[src/rtl/cpu_bus_arbiter_pkg.sv]
// Shared types for the CPU bus arbiter: FSM states, grant encoding, latched bus request.
package cpu_bus_arbiter_pkg;

  localparam int unsigned ADDR_W = 32;
  localparam int unsigned DATA_W = 32;

  localparam logic [1:0] ST_IDLE = 2'd0;
  localparam logic [1:0] ST_BUS  = 2'd1;
  localparam logic [1:0] ST_DONE = 2'd2;

  localparam logic GRANT_I = 1'b0;
  localparam logic GRANT_D = 1'b1;

  typedef struct packed {
    logic              rw;
    logic [ADDR_W-1:0] addr;
    logic [DATA_W-1:0] wdata;
  } bus_req_t;

  // Tie goes to data in priority mode, otherwise to the port not granted last.
  function automatic logic pick_winner(input logic ireq, input logic dreq,
                                       input logic data_prio, input logic last);
    if (ireq && dreq) begin
      if (data_prio) return GRANT_D;
      return (last == GRANT_I) ? GRANT_D : GRANT_I;
    end
    return dreq ? GRANT_D : GRANT_I;
  endfunction

endpackage

[src/rtl/cpu_bus_arbiter_timeout.sv]
// Watchdog for the BUS state: expired rises on the (TIMEOUT+1)th consecutive enabled cycle.
module cpu_bus_timeout #(
  parameter int unsigned TIMEOUT = 1024
) (
  input  logic i_clock,
  input  logic i_reset,
  input  logic enable,
  input  logic clear,
  output logic expired
);

  localparam int unsigned CNT_W = (TIMEOUT == 0) ? 1 : $clog2(TIMEOUT + 1);

  logic [CNT_W-1:0] cnt_q, cnt_d;
  logic [CNT_W:0]   cnt_inc;
  logic             expired_q, expired_d;

  always_comb begin
    cnt_inc   = {1'b0, cnt_q} + (CNT_W+1)'(1);
    cnt_d     = cnt_q;
    expired_d = 1'b0;
    if (clear) begin
      cnt_d = '0;
    end else if (enable) begin
      cnt_d     = cnt_inc[CNT_W-1:0];
      expired_d = (TIMEOUT != 0) && (cnt_inc == (CNT_W+1)'(TIMEOUT));
    end
  end

  always_ff @(posedge i_clock or posedge i_reset) begin
    if (i_reset) begin
      cnt_q     <= '0;
      expired_q <= 1'b0;
    end else begin
      cnt_q     <= cnt_d;
      expired_q <= expired_d;
    end
  end

  assign expired = expired_q;

endmodule

[src/rtl/cpu_bus_arbiter.sv]
// Shares one downstream bus between the CPU fetch and data ports, one transaction at a time.
module cpu_bus_arbiter
  import cpu_bus_arbiter_pkg::*;
#(
  parameter int unsigned PRIORITY = 0,
  parameter int unsigned TIMEOUT  = 1024
) (
  input  logic              i_clock,
  input  logic              i_reset,
  input  logic              i_ibus_request,
  output logic              o_ibus_ready,
  input  logic [ADDR_W-1:0] i_ibus_address,
  output logic [DATA_W-1:0] o_ibus_rdata,
  input  logic              i_dbus_rw,
  input  logic              i_dbus_request,
  output logic              o_dbus_ready,
  input  logic [ADDR_W-1:0] i_dbus_address,
  input  logic [DATA_W-1:0] i_dbus_wdata,
  output logic [DATA_W-1:0] o_dbus_rdata,
  output logic              o_bus_rw,
  output logic              o_bus_request,
  input  logic              i_bus_ready,
  output logic [ADDR_W-1:0] o_bus_address,
  input  logic [DATA_W-1:0] i_bus_rdata,
  output logic [DATA_W-1:0] o_bus_wdata,
  output logic              o_busy,
  output logic              o_fault
);

  localparam logic DATA_PRIO = (PRIORITY != 0);

  logic [1:0]        state_q, state_d;
  logic              grant_q, grant_d;
  bus_req_t          bus_q, bus_d;
  logic              bus_request_q, bus_request_d;
  logic              ibus_ready_q, ibus_ready_d;
  logic              dbus_ready_q, dbus_ready_d;
  logic [DATA_W-1:0] ibus_rdata_q, ibus_rdata_d;
  logic [DATA_W-1:0] dbus_rdata_q, dbus_rdata_d;
  logic              busy_q, busy_d;
  logic              fault_q, fault_d;
  logic [DATA_W-1:0] resp_c;
  logic              timeout_expired;

  cpu_bus_timeout #(.TIMEOUT(TIMEOUT)) u_timeout (
    .i_clock (i_clock),
    .i_reset (i_reset),
    .enable  (state_q == ST_BUS),
    .clear   (state_q != ST_BUS),
    .expired (timeout_expired)
  );

  always_comb begin
    state_d       = state_q;
    grant_d       = grant_q;
    bus_d         = bus_q;
    bus_request_d = bus_request_q;
    ibus_ready_d  = 1'b0;
    dbus_ready_d  = 1'b0;
    ibus_rdata_d  = ibus_rdata_q;
    dbus_rdata_d  = dbus_rdata_q;
    fault_d       = fault_q;
    resp_c        = i_bus_ready ? i_bus_rdata : '0;

    case (state_q)
      ST_IDLE: begin
        if (i_ibus_request || i_dbus_request) begin
          grant_d = pick_winner(i_ibus_request, i_dbus_request, DATA_PRIO, grant_q);
          if (grant_d == GRANT_D) begin
            bus_d.rw    = i_dbus_rw;
            bus_d.addr  = i_dbus_address;
            bus_d.wdata = i_dbus_wdata;
          end else begin
            bus_d.rw    = 1'b0;
            bus_d.addr  = i_ibus_address;
            bus_d.wdata = '0;
          end
          bus_request_d = 1'b1;
          state_d       = ST_BUS;
        end
      end
      ST_BUS: begin
        // A genuine ready wins over a watchdog expiry in the same cycle.
        if (i_bus_ready || timeout_expired) begin
          if (!i_bus_ready) fault_d = 1'b1;
          if (grant_q == GRANT_D) begin
            dbus_rdata_d = resp_c;
            dbus_ready_d = 1'b1;
          end else begin
            ibus_rdata_d = resp_c;
            ibus_ready_d = 1'b1;
          end
          bus_request_d = 1'b0;
          state_d       = ST_DONE;
        end
      end
      ST_DONE: state_d = ST_IDLE;
      default: state_d = ST_IDLE;
    endcase

    busy_d = (state_d != ST_IDLE);
  end

  always_ff @(posedge i_clock or posedge i_reset) begin
    if (i_reset) begin
      state_q       <= ST_IDLE;
      grant_q       <= GRANT_I;
      bus_q         <= '0;
      bus_request_q <= 1'b0;
      ibus_ready_q  <= 1'b0;
      dbus_ready_q  <= 1'b0;
      ibus_rdata_q  <= '0;
      dbus_rdata_q  <= '0;
      busy_q        <= 1'b0;
      fault_q       <= 1'b0;
    end else begin
      state_q       <= state_d;
      grant_q       <= grant_d;
      bus_q         <= bus_d;
      bus_request_q <= bus_request_d;
      ibus_ready_q  <= ibus_ready_d;
      dbus_ready_q  <= dbus_ready_d;
      ibus_rdata_q  <= ibus_rdata_d;
      dbus_rdata_q  <= dbus_rdata_d;
      busy_q        <= busy_d;
      fault_q       <= fault_d;
    end
  end

  assign o_ibus_ready  = ibus_ready_q;
  assign o_ibus_rdata  = ibus_rdata_q;
  assign o_dbus_ready  = dbus_ready_q;
  assign o_dbus_rdata  = dbus_rdata_q;
  assign o_bus_rw      = bus_q.rw;
  assign o_bus_request = bus_request_q;
  assign o_bus_address = bus_q.addr;
  assign o_bus_wdata   = bus_q.wdata;
  assign o_busy        = busy_q;
  assign o_fault       = fault_q;

endmodule

[config.mk]
export PLATFORM = sky130hd
export DESIGN_NAME = cpu_bus_arbiter
export DESIGN_NICKNAME = d
export VERILOG_FILES = /design/src/rtl/cpu_bus_arbiter_pkg.sv /design/src/rtl/cpu_bus_arbiter_timeout.sv /design/src/rtl/cpu_bus_arbiter.sv
export SDC_FILE = /design/constraint.sdc
export NUM_CORES = 1
export LEC_CHECK = 0
export ABC_AREA = 0
export CORE_MARGIN = 1
export CORE_UTILIZATION = 45
export CTS_CLUSTER_SIZE = 10
export DETAILED_ROUTE_END_ITERATION = 8
export PLACE_DENSITY = 0.89
export SLEW_MARGIN = 20
export SYNTH_ARGS = -nofsm -noshare
export SYNTH_HDL_FRONTEND = slang
export SYNTH_SLANG_ARGS = --single-unit
[constraint.sdc]
create_clock -name i_clock -period 6.9 [get_ports i_clock]
set_input_delay 1.035 -clock i_clock [delete_from_list [all_inputs] [get_ports i_clock]]
set_output_delay 1.035 -clock i_clock [all_outputs]
set_load 0.05 [all_outputs]
==> impl_metrics.tcl, run 1 <==
set metrics [dict create \
    status "complete, no violations" \
    required_ns 7.19 \
    wl_per_cell_um 16.7 \
    cts_tree "yes" \
    fin_util_pct 72.3 \
    path_clk_slew_ns 0.06 \
    end_kind "flip-flop" \
    path_buf_inv 2 \
    cp_slowest_stage_delay_ns 0.58 \
    first_global_vias 5150 \
    critPathKind "in2reg" \
    syn_to_final_growth_pct 56.7 \
    first_pass_iters 4 \
    syn_nets 664 \
    die_w_um 119 \
    fillCellCount 893 \
    overflow 0 \
    rows 42 \
    r2r-start "state_q[1]" \
    htreeDepth 4 \
    track_usage_pct 24.3 \
    drv_cap 0 \
    final_cells 969 \
    yosysWarnings 0 \
    min_path_type "reg2reg" \
    clk_latency_ns 0.41 \
    grt_pass1_wl_mm 26.3 \
    stdcell_area_um2 9570 \
    dp.cells 941 \
    leakage_uw 0.00440 \
    arrival_ns 3.22 \
    min_to "o_bus_address[31]" \
    yosys.cell_count.top_type "dfrtp_1" \
    slowest_stage "nand2_2" \
    post-route-period-util_pct 42.5 \
    fmax_ghz 0.341 \
    crit_fanout 35 \
    via_count 5001 \
    cts_root_buf "clkbuf_16" \
    ys_ff_latch 149 \
    finalNetCount 920 \
    peakVddDrop_mv 0.223 \
    hpwl_mm 11.6 \
    power_density_nw_per_um2 508 \
    tns_ns 0 \
    setup-violations-final 0 \
    cts_sinks 149 \
    cts_buffer_depth 2 \
    clock_skew_ns 0.00822 \
    die-area_um2 14000 \
    startpoint_type "input port" \
    synthFlopType "dfrtp_1" \
    slew_headroom_pct 34.3 \
    antenna_left 0 \
    fin_crit_ns 2.93 \
    hold_buffers 0 \
    worst-r2r-setup-slack_ns 4.64 \
    ff2ff_path_depth 4 \
    ys_top_cells_by_count "dfrtp_1, nand2_1, o21ai_0" \
    core-area_um2 13200 \
    critPathMostFrequentCell "nor2_1" \
    cts_buffers 17 \
    drv_slew 0 \
    async_flop_share_pct 100 \
    dr.first_iter.drc_count 268 \
    postCtsSetupRepairBufs 0 \
    diodes 0 \
    place.gp.congestion 0.828 \
    synth_area_leaders "dfrtp_1, mux2i_1, nand2_1" \
    die_height_um 119 \
    viasPerCell 5.16 \
    worst_path_dominant_cell_family "simple AND/OR/NAND/NOR gates" \
    dpl_cell_area_um2 8910 \
    num_io_pins 268 \
    yosysTopAreaCellShare_pct 61.0 \
    synth-edff-count 0 \
    worstPathCellList "clkdlybuf4s50_1, buf_4, nor2_1, nor2_1, nand2_2, mux2_2" \
    tightest_slew_ns 0.983 \
    rsz0062_at_grt "no" \
    syn_inst 528 \
    drc 0 \
    yosysTopAreaCell "dfrtp_1" \
    drt-total-wl_mm 16.2 \
    worstHoldStart "o_bus_address[31]" \
    antenna_found_initial 0 \
    ys_seq_area_share_pct 61.0 \
    whs_path_depth 2 \
    initial_core_util_pct 46.1 \
    avgSynthCellArea_um2 11.6 \
    synthesis.area_um2 6110 \
    yosysUniqueCellTypes 41 \
    ctsResizeCount 0 \
    portBuffers 267 \
    r2r-end "o_dbus_rdata[29]" \
    grt_max_degree 101 \
    hold_violations 0 \
    drive_above_1_share_pct 7.82 \
]
## worst max path at each step
stage / from / endpoint / slack, ns / cells past startpoint
global placement: i_dbus_request / o_bus_wdata[10] / 3.34 / 5
CTS: i_dbus_request / o_bus_wdata[15] / 3.58 / 5
detailed placement: i_dbus_request / o_bus_wdata[24] / 3.14 / 5
floorplan: i_reset / grant_q / 1.86 / 1
finish: i_bus_ready / o_dbus_rdata[29] / 3.97 / 6
global route: i_bus_ready / o_dbus_rdata[26] / 3.86 / 6
## sequential cells by signal, summed over array words and instances, names as in the netlist
| name | flops |
|---|---|
| o_bus_address | 32 |
| o_bus_wdata | 32 |
| o_dbus_rdata | 32 |
| o_ibus_rdata | 32 |
| u_timeout.cnt_q | 11 |
| state_q | 2 |
| grant_q | 1 |
| o_bus_request | 1 |
| o_bus_rw | 1 |
| o_busy | 1 |
| o_dbus_ready | 1 |
| o_fault | 1 |
| o_ibus_ready | 1 |
| u_timeout.expired | 1 |
## layer usage
metal | track usage [%] | part of all wire (%)
met1 | 29.3 | 40
met2 | 40.6 | 49
met3 | 7.19 | 8.2
met5 | 0 | 0
met4 | 9.81 | 2.5
## worst register-to-register path: stages (launching register included)
cell      delay (ns)
dfrtp_1         0.42
nand2b_1        0.37
nor2_1          0.25
nand2_2         0.58
mux2_2          0.53
## layout by cell type, fill, tap and decap left out, drive strengths merged, types with 2 or more instances in the layout
master           n
a21oi            4
mux2            18
clkdlybuf4s50  267
ha               2
nor2b            2
nor3             2
inv             28
and2            10
a22o            33
nand4            3
dfrtp          149
buf              5
xor2             4
o21ai           60
bufinv           6
mux2i           55
nand3            4
nand2           85
nor2            13
or3              4
clkbuf          19
xnor2            3
## logic make-up after synthesis
kind of cell / share of synthesized area [%]
multiplexers: 12.3
buffers and inverters: 4.28
XOR/XNOR: 1.00
AO/OA/AOI/OAI: 11.3
AND/OR/NAND/NOR: 9.69
flip-flops: 61.0
adder cells (fa/ha/maj): 0.410
## where the power goes
part / internal (uW) / leakage (uW) / switching, uW
combinational: 810 / 0.00216 / 1600
clock: 690 / 0.000317 / 343
sequential: 1210 / 0.00192 / 208
## stage by stage
step | total power (uW) | setup WS [ns] | hold WS (ns)
3_3_place_gp | 3780 | 3.34 | 0.460
2_1_floorplan | 2940 | 1.86 | 0.456
4_1_cts | 4890 | 3.58 | 0.478
5_1_grt | 5050 | 3.86 | 0.501
3_5_place_dp | 3840 | 3.14 | 0.461
6_report | 4860 | 3.97 | 0.476
## layout make-up
cell class                      instances  area, um2  share of cell area [%]
Clock buffer                           19        453                    4.73
Clock inverter                          9        201                    2.10
Inverter                               27        106                    1.11
Multi-Input combinational cell        317       2150                    22.5
Sequential cell                       149       3730                    39.0
Tap cell                              176        220                    2.30
Timing Repair Buffer                  272       2710                    28.3
Note: power is estimated with default switching activity, not from simulation.
==> run 2, diff against run 1 <==
Settings changed: CORE_UTILIZATION 45 to 42, PLACE_DENSITY 0.89 to 0.84.
Clock period 6.9 ns to 2.9 ns, I/O delays scaled along.
==> run 2 against run 1 <==
  * Via count is 0.26% higher
  * Clock-buffer cell count is 4 higher
  * Wire length is 4.4% higher
  * Clock power is 97% higher
  * Critical endpoint is now o_bus_address[22]
  * Largest power group unchanged
  * Power is 130% higher
  * Die area is 7.0% higher
  * Clock skew is 0.0037 ns higher
  * Utilization is 4.6 points lower
==> impl_metrics.tcl, run 2 (synthesized netlist as in run 1, its figures left out) <==
set metrics [dict create \
    status "complete, no violations" \
    tns_ns 0 \
    r2r-end "o_ibus_rdata[23]" \
    leakage_uw 0.00437 \
    ctsResizeCount 0 \
    drv_cap 0 \
    worst-r2r-setup-slack_ns 0.84 \
    viasPerCell 5.12 \
    hpwl_mm 12.5 \
    hold_buffers 0 \
    final_common_cell "clkdlybuf4s50_1" \
    initial_core_util_pct 43.5 \
    tightest_slew_ns 0.924 \
    clock_skew_ns 0.0119 \
    hold_violations 0 \
    die_w_um 123 \
    pwr-share-seq_pct 30.2 \
    startpoint_type "flip-flop" \
    dr.first_iter.drc_count 213 \
    diodes 0 \
    via_count 5014 \
    die-area_um2 15000 \
    postCtsSetupRepairBufs 0 \
    syn_to_final_growth_pct 55.6 \
    drv_slew 0 \
    power_density_nw_per_um2 1180 \
    combPwrFrac_pct 51.6 \
    htreeDepth 4 \
    clkPwrFrac_pct 18.1 \
    post-route-period-util_pct 71.8 \
    required_ns 2.47 \
    wl_per_cell_um 17.2 \
    layout_common_cells "clkdlybuf4s50_1, dfrtp_1, nand2_1" \
    min_to "o_fault" \
    rsz0062_at_grt "no" \
    arrival_ns 1.65 \
    end_kind "output port" \
    min_path_type "reg2reg" \
    first_pass_iters 4 \
    setup-violations-final 0 \
    worst_path_dominant_cell_family "buffers and inverters" \
    path_buf_inv 1 \
    grt_pass1_wl_mm 25.8 \
    finalPower_uw 11200 \
    ff2ff_path_depth 3 \
    path_clk_slew_ns 0.06 \
    portBuffers 267 \
    fmax_ghz 0.480 \
    clk_latency_ns 0.42 \
    core-area_um2 14000 \
    cts_buffer_depth 2 \
    overflow 0 \
    r2r-start "state_q[1]" \
    fillCellCount 1003 \
    antenna_found_initial 0 \
    intPower_uw 6030 \
    track_usage_pct 23.0 \
    worstHoldStart "o_fault" \
    finalNetCount 924 \
    first_global_vias 5174 \
    p_sw_share_pct 46.0 \
    cts_root_buf "clkbuf_16" \
    antenna_left 0 \
    worstPathCellList "clkdlybuf4s50_1" \
    cp_slowest_stage_delay_ns 0.87 \
    cts_tree "yes" \
    drt-total-wl_mm 16.9 \
    power.switching_uw 5140 \
    fin_crit_ns 2.08 \
    cts_sinks 149 \
    dpl_cell_area_um2 8960 \
    peakVddDrop_mv 0.677 \
    drive_above_1_share_pct 8.25 \
    whs_path_depth 1 \
    place.gp.congestion 0.863 \
    slew_headroom_pct 38.4 \
    grt_max_degree 150 \
    die_height_um 123 \
    critPathKind "reg2out" \
    slowest_stage "clkdlybuf4s50_1" \
    rows 43 \
    num_io_pins 268 \
    cts_buffers 17 \
    crit_fanout 2 \
    stdcell_area_um2 9510 \
    drc 0 \
]
-- run 2: cell types whose count changed in the layout (fill, tap and decap cells not counted) --
| cell | before | now |
|---|---|---|
| inv_6 | 2 | 1 |
| clkinv_4 | 0 | 2 |
| buf_4 | 5 | 8 |
| clkbuf_1 | 0 | 4 |
| bufinv_16 | 6 | 1 |
| buf_12 | 0 | 1 |
| clkinv_2 | 1 | 4 |
| or3_1 | 2 | 1 |
| or3_2 | 2 | 3 |
-- run 2: power groups by stage --
stage	Combinational, uW	Sequential, uW	Clock [uW]
floorplan	955	6040	0
global placement	5700	3350	0
detailed placement	5800	3400	0
CTS	5810	3370	2080
global route	6030	3460	2170
finish	5770	3380	2030
-- run 2: worst max path at each step --
stage,slack [ns],from,cells past startpoint,end
2_1_floorplan,0.59,i_reset,1,grant_q
3_3_place_gp,0.42,i_dbus_request,4,o_bus_wdata[31]
3_5_place_dp,0.39,i_bus_ready,4,o_ibus_rdata[23]
4_1_cts,0.80,o_bus_address[22],1,o_bus_address[22]
5_1_grt,0.72,state_q[1],3,o_ibus_rdata[23]
6_report,0.82,o_bus_address[22],1,o_bus_address[22]
-- run 2: layout make-up --
class                           count  area, um2  share of cell area [%]
Tap cell                          180        225                    2.37
Timing Repair Buffer              276       2750                    28.9
Clock inverter                      8       76.3                   0.803
Sequential cell                   149       3730                    39.2
Multi-Input combinational cell    317       2150                    22.6
Clock buffer                       23        468                    4.92
Inverter                           27        105                    1.11
-- run 2: through the flow --
stage	worst slack (ns)	std cells	hold slack (ns)	utilization [%]
floorplan	0.590	528	0.456	-
global placement	0.423	949	0.462	63.8
detailed placement	0.391	949	0.463	63.8
CTS	0.802	980	0.481	67.7
global route	0.720	980	0.499	67.7
finish	0.817	980	0.474	67.7
-- run 2: routing by layer --
metal	wire length (um)	GRT usage, %	part of all wire [%]
met1	6570	26.0	39
met2	8650	40.2	51
met3	1310	6.78	7.7
met4	354	9.83	2.1
met5	0	0	0
-- run 2: worst register-to-register path: cells and delay by family, from the launching register on --
| kind | cells | cell delay (ns) |
|---|---|---|
| and+or+nand+nor | 2 | 1.07 |
| DFF | 1 | 0.45 |
| muxes | 1 | 0.43 |
==> run 3, diff against run 2 <==
Settings changed: CORE_UTILIZATION 42 to 38, PLACE_DENSITY 0.84 to 0.8.
Clock period 2.9 ns to 1.9 ns, I/O delays scaled along.
==> run 3 against run 2 <==
  * Cell area increased by 5.1%
  * Flip-flop and latch count unchanged
  * Setup slack got worse by 0.78 ns
  * Register-to-register slack got worse by 0.74 ns
  * Clock skew decreased by 0.0031 ns
==> impl_metrics.tcl, run 3 (synthesized netlist as in run 1, its figures left out) <==
set metrics [dict create \
    final_common_cell "clkdlybuf4s50_1" \
    grt_max_degree 67 \
    hold_buffers 0 \
    tightest_slew_ns 0.547 \
    overflow 0 \
    hpwl_mm 12.2 \
    fin_crit_ns 1.87 \
    grt_pass1_wl_mm 26.2 \
    wl_per_cell_um 16.2 \
    portBuffers 267 \
    r2r-start "u_timeout.cnt_q[0]" \
    power.switching_uw 7890 \
    p_sw_share_pct 44.9 \
    htreeDepth 4 \
    combPwrFrac_pct 49.2 \
    startpoint_type "flip-flop" \
    path_buf_inv 1 \
    drive_above_1_share_pct 12.6 \
    core-area_um2 15400 \
    die-area_um2 16600 \
    min_path_type "in2async" \
    cts_buffers 17 \
    drc 0 \
    cts_tree "yes" \
    die_height_um 129 \
    first_pass_iters 4 \
    track_usage_pct 21.0 \
    arrival_ns 1.58 \
    fmax_ghz 0.536 \
    clk_latency_ns 0.42 \
    place.gp.congestion 0.753 \
    finalNetCount 940 \
    peakVddDrop_mv 0.706 \
    drv_slew 0 \
    clkPwrFrac_pct 21.9 \
    dr.first_iter.drc_count 150 \
    drv_cap 0 \
    antenna_found_initial 0 \
    num_io_pins 268 \
    slowest_stage "clkdlybuf4s50_1" \
    antenna_left 0 \
    critPathKind "reg2out" \
    first_global_vias 5033 \
    pwr-share-seq_pct 28.9 \
    leakage_uw 0.00550 \
    via_count 4918 \
    clock_skew_ns 0.00880 \
    layout_common_cells "clkdlybuf4s50_1, dfrtp_1, nand2_1" \
    cp_slowest_stage_delay_ns 0.81 \
    syn_to_final_growth_pct 63.5 \
    setup-violations-final 0 \
    slew_headroom_pct 63.5 \
    finalPower_uw 17600 \
    initial_core_util_pct 39.6 \
    post-route-period-util_pct 98.2 \
    drt-total-wl_mm 16.7 \
    postCtsSetupRepairBufs 0 \
    viasPerCell 4.78 \
    cts_root_buf "clkbuf_16" \
    crit_fanout 2 \
    worst-r2r-setup-slack_ns 0.10 \
    ff2ff_path_depth 5 \
    worstPathCellList "clkdlybuf4s50_1" \
    required_ns 1.62 \
    hold_violations 0 \
    end_kind "output port" \
    rows 45 \
    diodes 0 \
    tns_ns 0 \
    cp_num_cells 1 \
    power_density_nw_per_um2 1760 \
    r2r-end "u_timeout.expired" \
    path_clk_slew_ns 0.06 \
    cts_buffer_depth 2 \
    status "complete, no violations" \
    cts_sinks 149 \
    worst_path_dominant_cell_family "buffers and inverters" \
    die_w_um 129 \
    intPower_uw 9670 \
]
## run 3: changes by cell type in the layout (fill, tap and decap cells not counted), sizes merged, moves of 5 or more
cell / delta
clkdlybuf4s50: -105
dlymetal6s2s: +62
buf: +31
dlygate4sd2: +28
bufinv: +5
clkbuf: -5
## run 3: metrics by stage
stage / hold slack (ns) / utilization (%) / instances / worst slack, ns / instance area, um2
after detailed placement: 0.470 / 59.5 / 996 / -0.0893 / 9180
after global routing: 0.330 / 64.8 / 1028 / -0.0155 / 9990
after floorplan: 0.418 / - / 528 / -0.260 / 6110
final: 0.318 / 64.8 / 1028 / 0.0338 / 9990
after global placement: 0.461 / 59.5 / 996 / -0.0531 / 9180
after CTS: 0.309 / 63.7 / 1028 / 0.000583 / 9820
## run 3: timing repair
item,CTS,global route
pin swaps,0,0
resized for setup,28,65
endpoints found under the setup margin,28,63
## run 3: layout make-up
type,count,area (um2)
clock buffer,18,429
clock inverter,14,248
fill,1227,5440
inverter,27,105
multi-input combinational,317,2160
sequential,149,3730
tap,211,264
timing repair buffer,292,3060
## run 3: power groups by stage
stage | Sequential (uW) | Clock [uW] | Combinational [uW]
after detailed placement | 5150 | 0 | 8900
after floorplan | 9220 | 0 | 1460
final | 5080 | 3840 | 8640
after global routing | 5220 | 4060 | 9060
after CTS | 5110 | 3930 | 8770
after global placement | 5100 | 0 | 8790
## run 3: worst max path at each step
stage | startpoint | to | slack [ns]
finish | o_ibus_rdata[12] | o_ibus_rdata[12] | 0.03
CTS | o_ibus_rdata[1] | o_ibus_rdata[1] | 0.0006
global placement | i_bus_ready | o_ibus_rdata[24] | -0.05
floorplan | i_reset | grant_q | -0.26
global route | u_timeout.cnt_q[0] | u_timeout.expired | -0.02
detailed placement | i_bus_ready | o_ibus_rdata[27] | -0.09
## run 3: routing by layer
layer | vias up | global-route usage, % | wire [um]
met5 | - | 0 | 0
met4 | 0 | 8.10 | 265
met3 | 17 | 7.94 | 1530
met2 | 209 | 36.6 | 8510
met1 | 2339 | 23.3 | 6360
li1 | 2353 | - | -
